## config.mk

```make
export PLATFORM = sky130hd
export DESIGN_NAME = fpm_exp_sequencer
export DESIGN_NICKNAME = d
export VERILOG_FILES = /design/src/rtl/fpm_pkg.sv /design/src/rtl/fpm_exp_adder.sv /design/src/rtl/fpm_exp_sequencer.sv
export SDC_FILE = /design/constraint.sdc
export NUM_CORES = 1
export LEC_CHECK = 0
export ABC_AREA = 0
export BUFFER_PORTS_ARGS = -buffer_cell sky130_fd_sc_hd__buf_2
export CORE_UTILIZATION = 60
export CTS_CLUSTER_DIAMETER = 30
export CTS_CLUSTER_SIZE = 30
export DETAILED_ROUTE_END_ITERATION = 7
export GPL_TIMING_DRIVEN = 0
export PLACE_DENSITY = 0.84
export SLEW_MARGIN = 20
export SYNTH_ARGS = -nofsm -noshare
export SYNTH_HDL_FRONTEND = slang
export SYNTH_SLANG_ARGS = --single-unit
```

## constraint.sdc

```tcl
create_clock -name clk -period 5.03 [get_ports clk]
set_input_delay 0.7545 -clock clk [delete_from_list [all_inputs] [get_ports clk]]
set_output_delay 0.7545 -clock clk [all_outputs]
set_load 0.01 [all_outputs]
```

## src/rtl/fpm_pkg.sv

```systemverilog
// Shared definitions for the FP multiplier exponent path: default widths,
// accumulator width derivation and the sequencer state encoding.
package fpm_pkg;

    localparam int FPM_EXP_W = 5;
    localparam int FPM_BIAS  = 15;

    // Accumulator needs one bit for the a+b carry and one for the sign after -BIAS.
    function automatic int fpm_add_w(input int exp_w);
        return exp_w + 2;
    endfunction

    typedef enum logic [2:0] {
        ST_IDLE = 3'd0,
        ST_ADD  = 3'd1,
        ST_BIAS = 3'd2,
        ST_NORM = 3'd3,
        ST_DONE = 3'd4
    } fpm_state_e;

endpackage

```

## src/rtl/fpm_exp_adder.sv

```systemverilog
// The single shared exponent adder: sum = a + b + cin, purely combinational.
module fpm_exp_adder #(
    parameter int W = 7
) (
    input  logic [W-1:0] a,
    input  logic [W-1:0] b,
    input  logic         cin,
    output logic [W-1:0] sum
);

    assign sum = a + b + {{(W-1){1'b0}}, cin};

endmodule

```

## src/rtl/fpm_exp_sequencer.sv

```systemverilog
// Exponent sequencer for the FP multiplier: a+b, -BIAS, +normalise shift on one
// shared adder, then saturate and flag. Optional zero bypass: FPM_EXP_ZERO_BYPASS_EN.
module fpm_exp_sequencer
    import fpm_pkg::*;
#(
    parameter int EXP_W = FPM_EXP_W,
    parameter int BIAS  = FPM_BIAS
) (
    input  logic             clk,
    input  logic             rst_n,
    input  logic             in_valid,
    output logic             in_ready,
    input  logic [EXP_W-1:0] exp_a,
    input  logic [EXP_W-1:0] exp_b,
    input  logic             norm_valid,
    input  logic             norm_shift,
    output logic             out_valid,
    input  logic             out_ready,
    output logic [EXP_W-1:0] exp_out,
    output logic             ovf,
    output logic             unf,
    output logic             busy
);

    localparam int ADD_W = fpm_add_w(EXP_W);
    localparam logic signed [ADD_W-1:0] EXP_MAX  = ADD_W'((1 << EXP_W) - 1);
    localparam logic        [ADD_W-1:0] BIAS_INV = ~ADD_W'(BIAS);

    // Handshakes: a transfer happens on a rising edge where valid and ready are
    // both 1; valid, once raised, holds with its data stable until that edge.

    fpm_state_e state_q, state_d;

    logic [ADD_W-1:0] op_a_q, op_b_q, acc_q;
    logic [EXP_W-1:0] exp_out_q;
    logic             ovf_q, unf_q;

    logic [ADD_W-1:0]        add_a, add_b, add_sum;
    logic                    add_cin;
    logic                    accept;
    logic signed [ADD_W-1:0] final_acc;
    logic                    ovf_d, unf_d;
    logic [EXP_W-1:0]        exp_d;

`ifdef FPM_EXP_ZERO_BYPASS_EN
    logic zero_op;
    assign zero_op = (exp_a == '0) || (exp_b == '0);
`endif

    assign accept    = in_valid && (state_q == ST_IDLE);
    assign in_ready  = (state_q == ST_IDLE);
    assign busy      = (state_q != ST_IDLE);
    assign out_valid = (state_q == ST_DONE);
    assign exp_out   = exp_out_q;
    assign ovf       = ovf_q;
    assign unf       = unf_q;

    fpm_exp_adder #(.W(ADD_W)) u_adder (
        .a   (add_a),
        .b   (add_b),
        .cin (add_cin),
        .sum (add_sum)
    );

    always_comb begin
        state_d = state_q;
        add_a   = acc_q;
        add_b   = '0;
        add_cin = 1'b0;
        case (state_q)
            ST_IDLE: begin
                if (accept) begin
`ifdef FPM_EXP_ZERO_BYPASS_EN
                    state_d = zero_op ? ST_DONE : ST_ADD;
`else
                    state_d = ST_ADD;
`endif
                end
            end
            ST_ADD: begin
                add_a   = op_a_q;
                add_b   = op_b_q;
                state_d = ST_BIAS;
            end
            ST_BIAS: begin
                // Subtract BIAS as ~BIAS + 1, the +1 coming in on the carry.
                add_b   = BIAS_INV;
                add_cin = 1'b1;
                state_d = ST_NORM;
            end
            ST_NORM: begin
                add_cin = norm_shift;
                if (norm_valid) state_d = ST_DONE;
            end
            ST_DONE: begin
                if (out_ready) state_d = ST_IDLE;
            end
            default: state_d = ST_IDLE;
        endcase
    end

    // Flags are judged on the signed value the NORM step is about to store.
    always_comb begin
        final_acc = $signed(add_sum);
        ovf_d     = (final_acc >= EXP_MAX);
        unf_d     = final_acc[ADD_W-1] || (final_acc == '0);
        exp_d     = add_sum[EXP_W-1:0];
        if (ovf_d) exp_d = '1;
        else if (unf_d) exp_d = '0;
    end

    always_ff @(posedge clk) begin
        if (!rst_n) begin
            state_q   <= ST_IDLE;
            op_a_q    <= '0;
            op_b_q    <= '0;
            acc_q     <= '0;
            exp_out_q <= '0;
            ovf_q     <= 1'b0;
            unf_q     <= 1'b0;
        end else begin
            state_q <= state_d;
            case (state_q)
                ST_IDLE: begin
                    if (accept) begin
                        op_a_q <= {{(ADD_W-EXP_W){1'b0}}, exp_a};
                        op_b_q <= {{(ADD_W-EXP_W){1'b0}}, exp_b};
`ifdef FPM_EXP_ZERO_BYPASS_EN
                        if (zero_op) begin
                            exp_out_q <= '0;
                            ovf_q     <= 1'b0;
                            unf_q     <= 1'b1;
                        end
`endif
                    end
                end
                ST_ADD, ST_BIAS: acc_q <= add_sum;
                ST_NORM: begin
                    if (norm_valid) begin
                        acc_q     <= add_sum;
                        exp_out_q <= exp_d;
                        ovf_q     <= ovf_d;
                        unf_q     <= unf_d;
                    end
                end
                default: ;
            endcase
        end
    end

endmodule
```

==> metrics.md, run 1 <==
| Metric | Value |
|---|---|
| Worst Path Max Fanout | `10` |
| DRT Pass-1 Iters | `4` |
| Most frequent cells in the layout | `nand2_1 (35), buf_2 (27), dfxtp_1 (27)` |
| Post-synthesis sequential area ratio | `between 30% and 40%` |
| Worst Clk Skew | `7.17 ps` |
| Worst skew pair latency | `around 340 ps` |
| Die area | `roughly 0.0028 sq mm` |
| Layout cells sized above 1 | `about 20%` |
| Worst R2R Path Depth | `13` |
| Reg-to-reg critical path startpoint | `state_q[0]` |
| Vias per cell | `between 5 and 6` |
| Hold path start | `exp_out[4]` |
| Layout area overhead | `11.8%` |
| Post-synth cell types | `46` |
| FF-to-FF End | `exp_out[1]` |
| Most used flip-flop cell after synthesis | `dfxtp_1` |
| Routed Antenna Nets | `0` |
| Leakage power | `0.782 nW` |
| Vias in the first global route | `1272` |
| Initial drt markers | `35` |
| Finished Layout Cells | `249` |
| Fillers | `between 200 and 250` |
| Startpoint types | `register` |
| Area of the multi-input gates | `957 sq um` |
| Width of the die | `~53 um` |
| TritonCTS Buffers | `3` |
| Via Count | `around 1.4k` |
| # DRC | `0` |
| Setup TNS | `0 ps` |
| Cell Int Power | `roughly 0.00036 W` |
| Asr flop ratio synth | `0%` |
| RSZ-0062 raised after global routing | `no` |
| Critical path capture point type | `register` |
| I/O pin count | `26` |
| Combinational share of power | `38.9%` |
| Die H | `between 50 and 60 um` |
| Drt total wl | `3370 um` |
| RePlAce Congestion | `between 0.9 and 1` |
| Pwr dens | `about 320 mW/mm^2` |
| Clock Power Share | `17.4%` |
| Psw | `~0.00021 W` |
| Max Buffers Root-to-Sink | `2` |
| Sw frac | `between 30 and 40%` |
| Syn Area/Cell | `approximately 8.2 sq um` |
| Port Buffer Count | `24` |
| Syn Inst Count | `between 150 and 200` |
| Hold depth | `2` |
| FF+latch area | `541 sq um` |
| Routed len/inst | `about 14 um` |
| Placed cells | `about 250` |
| CTS Hold Bufs | `0` |
| Largest net degree at the start of global routing | `16` |
| Worst vdd ir | `235 uV` |
| Fin. Hold Viols | `0` |
| Crit share post-route | `between 70% and 80%` |
| Final slew viol count | `0` |
| Max Cap Violations | `0` |
| Core area | `between 0.002 and 0.0025 sq mm` |
| Initial Utilization | `between 60% and 70%` |
| WP data required | `5300 ps` |
| Post-synth EDFFs | `0` |
| Final setup vio count | `0` |
| First-pass GRT wire length | `around 5400 um` |
| Flop pwr share | `43.8%` |
| Flop2flop setup slack | `approximately 1500 ps` |
| Num Clock Sinks | `27` |
| Relative slew slack | `61.1%` |
| F_max | `283 MHz` |
| Yosys reg bits | `27` |
| Initial antenna violation count | `0` |
| Status | `finished clean` |
| GRT overflow | `0` |
| Crit path DAT | `3810 ps` |
| Net Count, Synth | `approximately 210` |
| Hold crit path type | `reg2reg` |
| H-tree depth | `1` |
| Crit path time final | `3540 ps` |
| Root buf cell | `clkbuf_4` |
| Synthesized cell area | `between 0.0015 and 0.002 sq mm` |
| Antenna cells | `0` |
| CTS tree | `done` |
| Setup Crit Path Kind | `reg2reg` |
| Yosys warns | `0` |
| Final Util | `71.0%` |
| Clock slew at reported path FFs | `roughly 150 ps` |
| Slew @ Worst Pin | `approximately 580 ps` |
| Row cnt | `18` |
| NumNets Final | `approximately 240` |
| Post-detail-place hpwl | `2580 um` |
| WHS Endpoint | `exp_out[4]` |
| GRT Total Usage | `about a quarter` |
| Commonest non-fill, non-tap cell in the layout | `nand2_1` |
| Setup Fix Bufs, Post-CTS | `0` |
| Post_cts resized | `0` |
## state kept, by name, indices dropped and copies added (netlist names)
register / count
op_b_q: 5
ovf: 1
acc_q: 7
state_q: 3
op_a_q: 5
unf: 1
exp_out: 5
## power groups by stage
| stage | sequential (W) | combinational [W] | clock, W |
|---|---|---|---|
| global route | 0.000253 | 0.000246 | 0.000107 |
| finish | 0.000250 | 0.000222 | 0.0000989 |
| floorplan | 0.000251 | 0.000170 | 0 |
| global placement | 0.000252 | 0.000210 | 0 |
| detailed placement | 0.000254 | 0.000220 | 0 |
| CTS | 0.000249 | 0.000220 | 0.0000995 |
## metrics by stage
stage | power (W) | cell area, sq um | hold slack, ps | worst slack (ps)
after floorplan | 0.000421 | 1570 | 439 | 1950
after global placement | 0.000462 | 1730 | 442 | 1610
after detailed placement | 0.000474 | 1730 | 447 | 1550
after CTS | 0.000569 | 1760 | 465 | 1510
after global routing | 0.000605 | 1760 | 489 | 1230
final | 0.000570 | 1760 | 466 | 1490
## cell usage after synthesis (4+ instances only)
master / count / area (sq um)
mux2i_1: 7 / 70.1
o21ai_0: 11 / 55.1
o21ai_1: 4 / 20.0
a21oi_1: 7 / 35.0
ha_1: 5 / 62.6
dfxtp_1: 27 / 541
a21boi_0: 10 / 75.1
nor3_1: 6 / 30.0
inv_1: 8 / 30.0
nor2_1: 7 / 26.3
clkbuf_1: 4 / 15.0
nand3_1: 7 / 35.0
and2_1: 4 / 25.0
nand2_1: 35 / 131
mux2_2: 4 / 45.0
nor2b_1: 5 / 31.3
## logic make-up (layout without fill, tap and decap cells)
kind of cell    Yosys count  in the layout  share of synthesized area [%]
mux                      11             11                           7.31
buf+inv                  18             46                           4.85
simple gates             74             74                           21.9
fa+ha+maj                 7              7                           6.52
flops                    27             27                           34.3
xor+xnor                  4              4                           2.70
compound gates           50             50                           22.4
## cell type report
class,instances,area share [%]
inverters,8,1.71
multi-input cells,146,54.4
repair buffers,24,6.83
flip-flops and latches,27,30.7
clock buffers,3,1.28
well taps,30,2.13
plain buffers,10,2.63
clock inverters,1,0.284
## how the worst max path moves through the flow
stage	slack, ps	to	from	cells after the start
2_1_floorplan	1950	acc_q[6]	state_q[0]	13
3_3_place_gp	1610	acc_q[6]	state_q[0]	13
3_5_place_dp	1550	exp_out[0]	state_q[0]	13
4_1_cts	1510	exp_out[1]	state_q[0]	13
5_1_grt	1230	exp_out[1]	state_q[0]	13
6_report	1490	exp_out[1]	state_q[0]	13
## worst max-delay path: stages, from the launching register on
cell     delay, ps
dfxtp_1        440
buf_2          250
inv_1          110
nor3_1         210
buf_2          280
mux2i_1        130
fa_1           490
fa_1           420
or2b_1         260
a21oi_1        140
o22ai_1        140
xor2_2         290
o21ai_0        130
o21ai_0        160
## layer usage
layer	global-route usage [%]	vias to the layer above	wire [um]
met4	9.65	0	48
met3	2.87	5	97
met2	48.1	28	1680
li1	-	715	-
met1	30.9	653	1550
met5	0	-	0
No activity file was read; power rests on OpenSTA's default activity.
==> run 2, diff against run 1 <==
--- a/config.mk
+++ b/config.mk
@@ -7,12 +7,12 @@
 export LEC_CHECK = 0
 export ABC_AREA = 0
 export BUFFER_PORTS_ARGS = -buffer_cell sky130_fd_sc_hd__buf_2
-export CORE_UTILIZATION = 60
+export CORE_UTILIZATION = 55
 export CTS_CLUSTER_DIAMETER = 30
 export CTS_CLUSTER_SIZE = 30
 export DETAILED_ROUTE_END_ITERATION = 7
 export GPL_TIMING_DRIVEN = 0
-export PLACE_DENSITY = 0.84
+export PLACE_DENSITY = 0.78
 export SLEW_MARGIN = 20
 export SYNTH_ARGS = -nofsm -noshare
 export SYNTH_HDL_FRONTEND = slang
==> constraint.sdc (replaced) <==
create_clock -name clk -period 3.6 [get_ports clk]
set_input_delay 0.54 -clock clk [delete_from_list [all_inputs] [get_ports clk]]
set_output_delay 0.54 -clock clk [all_outputs]
set_load 0.01 [all_outputs]
==> run 2 against run 1 <==
Power rose by 40%; sequential power is 40% higher; sequential cell count stayed put; routed wire length is 0.47% lower; critical endpoint is now exp_out[0].
==> metrics.md, run 2 (synthesis results as in run 1) <==
| Metric | Value |
|---|---|
| Status | `finished clean` |
| Sw frac | `37.3% (-0.19 points)` |
| Startpoint types | `register` |
| Width of the die | `55.5 um (+4.3%)` |
| CP bufs+invs | `3 (unchanged)` |
| Cell Int Power | `0.000502 W (+41%)` |
| Worst setup margin | `274 ps (-1220 ps)` |
| Initial antenna violation count | `0 (unchanged)` |
| Psw | `0.000299 W (+40%)` |
| Worst vdd ir | `287 uV (+22%)` |
| # DRC | `0 (unchanged)` |
| Leakage power | `0.781 nW (about the same)` |
| Antenna cells | `0 (unchanged)` |
| CP max stage delay | `480 ps (about the same)` |
| Worst Path Max Fanout | `10 (unchanged)` |
| Relative slew slack | `60.3% (-0.77 points)` |
| Vias in the first global route | `1377 (+8.3%)` |
| Final slew viol count | `0 (unchanged)` |
| NumNets Final | `243 (unchanged)` |
| Critical-path cell list | `clkbuf_4, inv_1, nor3_2, buf_4, mux2i_1, fa_1, fa_1, or2b_1, a21oi_1, o22ai_1, xor2_2, o21ai_0, o21ai_0` |
| Root buf cell | `clkbuf_4` |
| Hold crit path type | `in2reg` |
| GRT overflow | `0 (unchanged)` |
| Layout cells sized above 1 | `20.5% (+0.46 points)` |
| Worst Clk Skew | `3.42 ps (-3.75 ps)` |
| Final setup vio count | `0 (unchanged)` |
| Layout area overhead | `12.5%` |
| Routed Antenna Nets | `0 (unchanged)` |
| Pre-CTS setup slack | `147 ps (-1400 ps)` |
| RSZ-0062 raised after global routing | `no` |
| Worst skew pair latency | `330 ps (about the same)` |
| F_max | `301 MHz (+6.3%)` |
| CTS tree | `done` |
| Core area | `0.00273 sq mm (+10%)` |
| Largest reg by FF count | `acc_q` |
| DRT Pass-1 Iters | `4 (unchanged)` |
| FF-to-FF End | `exp_out[0]` |
| Largest net degree at the start of global routing | `15 (-1)` |
| Clock slew at reported path FFs | `150 ps (about the same)` |
| Routed len/inst | `13.4 um (-0.87%)` |
| Combinational share of power | `39.2% (+0.3 points)` |
| Die H | `55.5 um (+4.3%)` |
| GRT Total Usage | `23.8% (-2.5 points)` |
| Via Count | `1407 (+0.43%)` |
| Num Clock Sinks | `27 (unchanged)` |
| Max reg flops | `7 (unchanged)` |
| First-pass GRT wire length | `5830 um (+8.7%)` |
| Pwr dens | `452 mW/mm^2 (+40%)` |
| Reg-to-reg critical path startpoint | `state_q[0]` |
| Flop2flop setup slack | `270 ps (-1220 ps)` |
| Hold depth | `3 (+1)` |
| Critical path capture point type | `register` |
| Row cnt | `19 (+1)` |
| Hold path start | `exp_b[1]` |
| Fillers | `255 (+20%)` |
| Max Cap Violations | `0 (unchanged)` |
| Die area | `0.00308 sq mm (+8.7%)` |
| Commonest non-fill, non-tap cell in the layout | `nand2_1` |
| Setup Crit Path Kind | `reg2reg` |
| Vias per cell | `5.63 (about the same)` |
| WP data required | `3870 ps (-1430 ps)` |
| H-tree depth | `1 (unchanged)` |
| Post-detail-place hpwl | `2590 um (+0.56%)` |
| Slew @ Worst Pin | `593 ps (+11.5 ps)` |
| I/O pin count | `26 (unchanged)` |
| Worst R2R Path Depth | `13 (unchanged)` |
| Initial Utilization | `57.6% (-6.0 points)` |
| Max Buffers Root-to-Sink | `2 (unchanged)` |
| Setup Fix Bufs, Post-CTS | `0 (unchanged)` |
| Fin. Hold Viols | `0 (unchanged)` |
| Crit share post-route | `92.4% (+22 points)` |
| Flop pwr share | `43.6% (-0.2 points)` |
| WHS Endpoint | `op_b_q[1]` |
| Most frequent cells in the layout | `nand2_1 (35), dfxtp_1 (26), buf_2 (25)` |
| TritonCTS Buffers | `3 (unchanged)` |
| Setup TNS | `0 ps (unchanged)` |
| Port Buffer Count | `24 (unchanged)` |
| RePlAce Congestion | `0.907 (-4.1%)` |
| Clock Power Share | `17.2% (-0.2 points)` |
| Drt total wl | `3350 um (-0.47%)` |
| Crit path max-delay family | `adder cells` |
| Crit-path slowest cell | `fa_1` |
| Crit path DAT | `3590 ps (-220 ps)` |
| Initial drt markers | `37 (+5.7%)` |
| CTS Hold Bufs | `0 (unchanged)` |
| Crit path time final | `3330 ps (-211 ps)` |
[run 2: worst register-to-register path, cell delays in order, from the launching register on]
cell	delay, ps
dfxtp_2	400
clkbuf_4	210
inv_1	90
nor3_2	170
buf_4	220
mux2i_1	120
fa_1	480
fa_1	420
or2b_1	250
a21oi_1	130
o22ai_1	140
xor2_2	320
o21ai_0	150
o21ai_0	170
[run 2: area by class of cell]
type	count	area (sq um)	share of cell area, %
timing repair buffer	24	120	6.78
tap	31	38.8	2.19
clock buffer	4	26.3	1.48
inverter	8	30.0	1.70
multi-input combinational	146	962	54.3
buffer	10	51.3	2.90
sequential	27	542	30.6
[run 2: what timing repair did]
action | 4_1_cts | 5_1_grt
resized for setup | 0 | 5
endpoints found under the setup margin | 0 | 9
endpoints found under the hold margin | 0 | 0
[run 2: how the worst max path moves through the flow]
stage | cells past startpoint | slack [ps] | startpoint | end
after floorplan | 13 | 520 | state_q[0] | acc_q[6]
after global placement | 13 | 190 | state_q[0] | exp_out[0]
after detailed placement | 13 | 150 | state_q[0] | exp_out[0]
after CTS | 13 | 120 | state_q[0] | exp_out[0]
after global routing | 13 | 40 | state_q[0] | exp_out[0]
final | 13 | 270 | state_q[0] | exp_out[0]
[run 2: power groups by stage]
stage,Sequential [W],Combinational [W],Clock (W)
finish,0.000349,0.000314,0.000138
global route,0.000354,0.000350,0.000151
CTS,0.000348,0.000311,0.000141
detailed placement,0.000354,0.000309,0
global placement,0.000353,0.000296,0
floorplan,0.000351,0.000237,0
[run 2: metrics by stage]
stage	std cells	utilization [%]	instance area [sq um]	power [W]	hold slack (ps)
2_1_floorplan	191	-	1570	0.000588	439
3_3_place_gp	246	63.4	1730	0.000650	441
3_5_place_dp	246	63.4	1730	0.000663	451
4_1_cts	250	64.3	1760	0.000799	431
5_1_grt	250	64.8	1770	0.000854	427
6_report	250	64.8	1770	0.000801	430
[run 2: routing by layer]
| metal | wire, um | GRT usage, % | vias to the layer above |
|---|---|---|---|
| met2 | 1680 | 42.3 | 34 |
| met3 | 117 | 3.04 | 5 |
| met1 | 1520 | 29.4 | 646 |
| li1 | - | - | 722 |
| met4 | 42 | 8.57 | 0 |
| met5 | 0 | 0 | - |
==> run 3, diff against run 2 <==
--- a/config.mk
+++ b/config.mk
@@ -12,7 +12,7 @@
 export CTS_CLUSTER_SIZE = 30
 export DETAILED_ROUTE_END_ITERATION = 7
 export GPL_TIMING_DRIVEN = 0
-export PLACE_DENSITY = 0.78
+export PLACE_DENSITY = 0.86
 export SLEW_MARGIN = 20
 export SYNTH_ARGS = -nofsm -noshare
 export SYNTH_HDL_FRONTEND = slang
==> run 3 against run 2 <==
Sequential cell count unchanged; clock power decreased by 4%; global-route usage decreased by 2.5 points; critical endpoint is now exp_out[4]; largest cell class unchanged; largest power group unchanged; highest routed layer unchanged.
==> metrics.md, run 3 (synthesis results as in run 1) <==
| Metric | Value |
|---|---|
| Largest net degree at the start of global routing | `16 (+1)` |
| Initial antenna violation count | `0 (unchanged)` |
| Hold depth | `3 (unchanged)` |
| NumNets Final | `245 (+0.82%)` |
| Num Clock Sinks | `27 (unchanged)` |
| Row cnt | `19 (unchanged)` |
| Root buf cell | `clkbuf_4` |
| Metal3 WL | `95 um (-19%)` |
| RePlAce Congestion | `0.882 (-2.9%)` |
| Fin. Hold Viols | `0 (unchanged)` |
| WP data required | `3880 ps (about the same)` |
| Port Buffer Count | `24 (unchanged)` |
| Setup TNS | `0 ps (unchanged)` |
| Worst R2R Path Depth | `14 (+1)` |
| CTS tree | `done` |
| I/O pin count | `26 (unchanged)` |
| Crit share post-route | `93.6% (+1.2 points)` |
| H-tree depth | `1 (unchanged)` |
| Status | `finished clean` |
| Critical path capture point type | `register` |
| Max Cap Violations | `0 (unchanged)` |
| DRT Pass-1 Iters | `5 (+1)` |
| Core area | `0.00273 sq mm (unchanged)` |
| Total power draw | `0.000795 W (-0.76%)` |
| Leakage power | `0.790 nW (+1.1%)` |
| Layout cells sized above 1 | `21.3% (+0.72 points)` |
| Vias per cell | `5.46 (-2.9%)` |
| M1 WL | `1470 um (-3.1%)` |
| Final setup vio count | `0 (unchanged)` |
| Antenna cells | `0 (unchanged)` |
| Setup Crit Path Kind | `reg2reg` |
| Crit path DAT | `3650 ps (+60 ps)` |
| Final slew viol count | `0 (unchanged)` |
| Vias in the first global route | `1244 (-9.7%)` |
| Worst vdd ir | `370 uV (+29%)` |
| Width of the die | `55.5 um (unchanged)` |
| Layout area overhead | `13.2%` |
| Die H | `55.5 um (unchanged)` |
| GRT overflow | `0 (unchanged)` |
| Pwr dens | `446 mW/mm^2 (-1.4%)` |
| Startpoint types | `register` |
| Crit path time final | `3370 ps (+44.4 ps)` |
| GRT Total Usage | `21.3% (-2.5 points)` |
| # DRC | `0 (unchanged)` |
| Post-detail-place hpwl | `2330 um (-10%)` |
| Fillers | `245 (-3.9%)` |
| Routed Antenna Nets | `0 (unchanged)` |
| Routed len/inst | `11.8 um (-12%)` |
| First-pass GRT wire length | `5280 um (-9.5%)` |
| Worst Path Max Fanout | `10 (unchanged)` |
| Via Count | `1377 (-2.1%)` |
| Slew @ Worst Pin | `552 ps (-40.5 ps)` |
| F_max | `297 MHz (-1.3%)` |
| Commonest non-fill, non-tap cell in the layout | `nand2_1` |
| Max Buffers Root-to-Sink | `2 (unchanged)` |
| Drt total wl | `2990 um (-11%)` |
| Die area | `0.00308 sq mm (unchanged)` |
| Initial drt markers | `28 (-24%)` |
| Hold crit path type | `in2reg` |
| Met2 wire length | `1380 um (-18%)` |
| Max reg flops | `7 (unchanged)` |
| Clock slew at reported path FFs | `140 ps (about the same)` |
| RSZ-0062 raised after global routing | `no` |
| Worst Clk Skew | `2.08 ps (-1.34 ps)` |
| Initial Utilization | `57.6% (unchanged)` |
| Worst skew pair latency | `330 ps (about the same)` |
| TritonCTS Buffers | `3 (unchanged)` |
| Relative slew slack | `63.0% (+2.7 points)` |
| Most frequent cells in the layout | `nand2_1 (35), dfxtp_1 (26), buf_2 (25)` |
| Max layer used | `met4` |
| Largest reg by FF count | `acc_q` |
==> run 3: changes by cell type in the layout (fill, tap and decap cells not counted), sizes merged <==
cell,change
buf,+2
clkbuf,-1
clkinv,+1
==> run 3: stage by stage <==
step | instance area, sq um | worst slack (ps) | cells | utilization [%] | hold WS, ps
global route | 1780 | 12.8 | 252 | 65.2 | 424
CTS | 1760 | 141 | 250 | 64.4 | 429
finish | 1780 | 229 | 252 | 65.2 | 434
floorplan | 1570 | 521 | 191 | - | 439
detailed placement | 1730 | 179 | 246 | 63.4 | 450
global placement | 1730 | 181 | 246 | 63.4 | 441
==> run 3: what timing repair did <==
action                                 in CTS  in global routing
hold buffers                                0                  0
resized for setup                           0                  4
buffers inserted                            0                  2
endpoints found under the hold margin       0                  0
setup endpoints to repair                   0                  8
==> run 3: worst paths after layout <==
| kind | endpoint | slack (ps) | start |
|---|---|---|---|
| min | op_a_q[1] | 430 | exp_a[1] |
| max reg2reg | exp_out[4] | 230 | state_q[0] |
| max | exp_out[4] | 230 | state_q[0] |
| min reg2reg | exp_out[4] | 460 | exp_out[4] |
==> run 3: power by group <==
group / total, W / internal (W) / switching, W
clock: 0.000132 / 0.0000418 / 0.0000904
combinational: 0.000316 / 0.000136 / 0.000179
sequential: 0.000347 / 0.000329 / 0.0000173
total: 0.000795 / 0.000508 / 0.000287
==> run 3: routing by layer <==
metal / global-route usage [%] / vias to the layer above
met4: 5.36 / 0
met2: 35.3 / 35
met5: 0 / -
met1: 28.0 / 613
li1: - / 723
met3: 5.15 / 6
==> run 3: worst max-delay path, stage by stage, from the launching register on <==
cell and delay [ps]:
dfxtp_2 390, clkbuf_4 210, inv_1 80, nor3_1 200
buf_4 230, mux2i_1 110, fa_1 490, fa_1 430
or2b_1 260, a21oi_1 140, o22ai_1 150, xor2_2 260
buf_4 160, o211ai_1 90, a21boi_1 130
==> run 3: area by class of cell <==
| cell class | count | area, sq um | share of cell area (%) |
|---|---|---|---|
| multi-input combinational | 146 | 957 | 53.7 |
| clock inverter | 1 | 5.00 | 0.281 |
| timing repair buffer | 26 | 135 | 7.58 |
| sequential | 27 | 542 | 30.4 |
| buffer | 10 | 51.3 | 2.88 |
| inverter | 8 | 30.0 | 1.69 |
| tap | 31 | 38.8 | 2.18 |
| clock buffer | 3 | 22.5 | 1.26 |
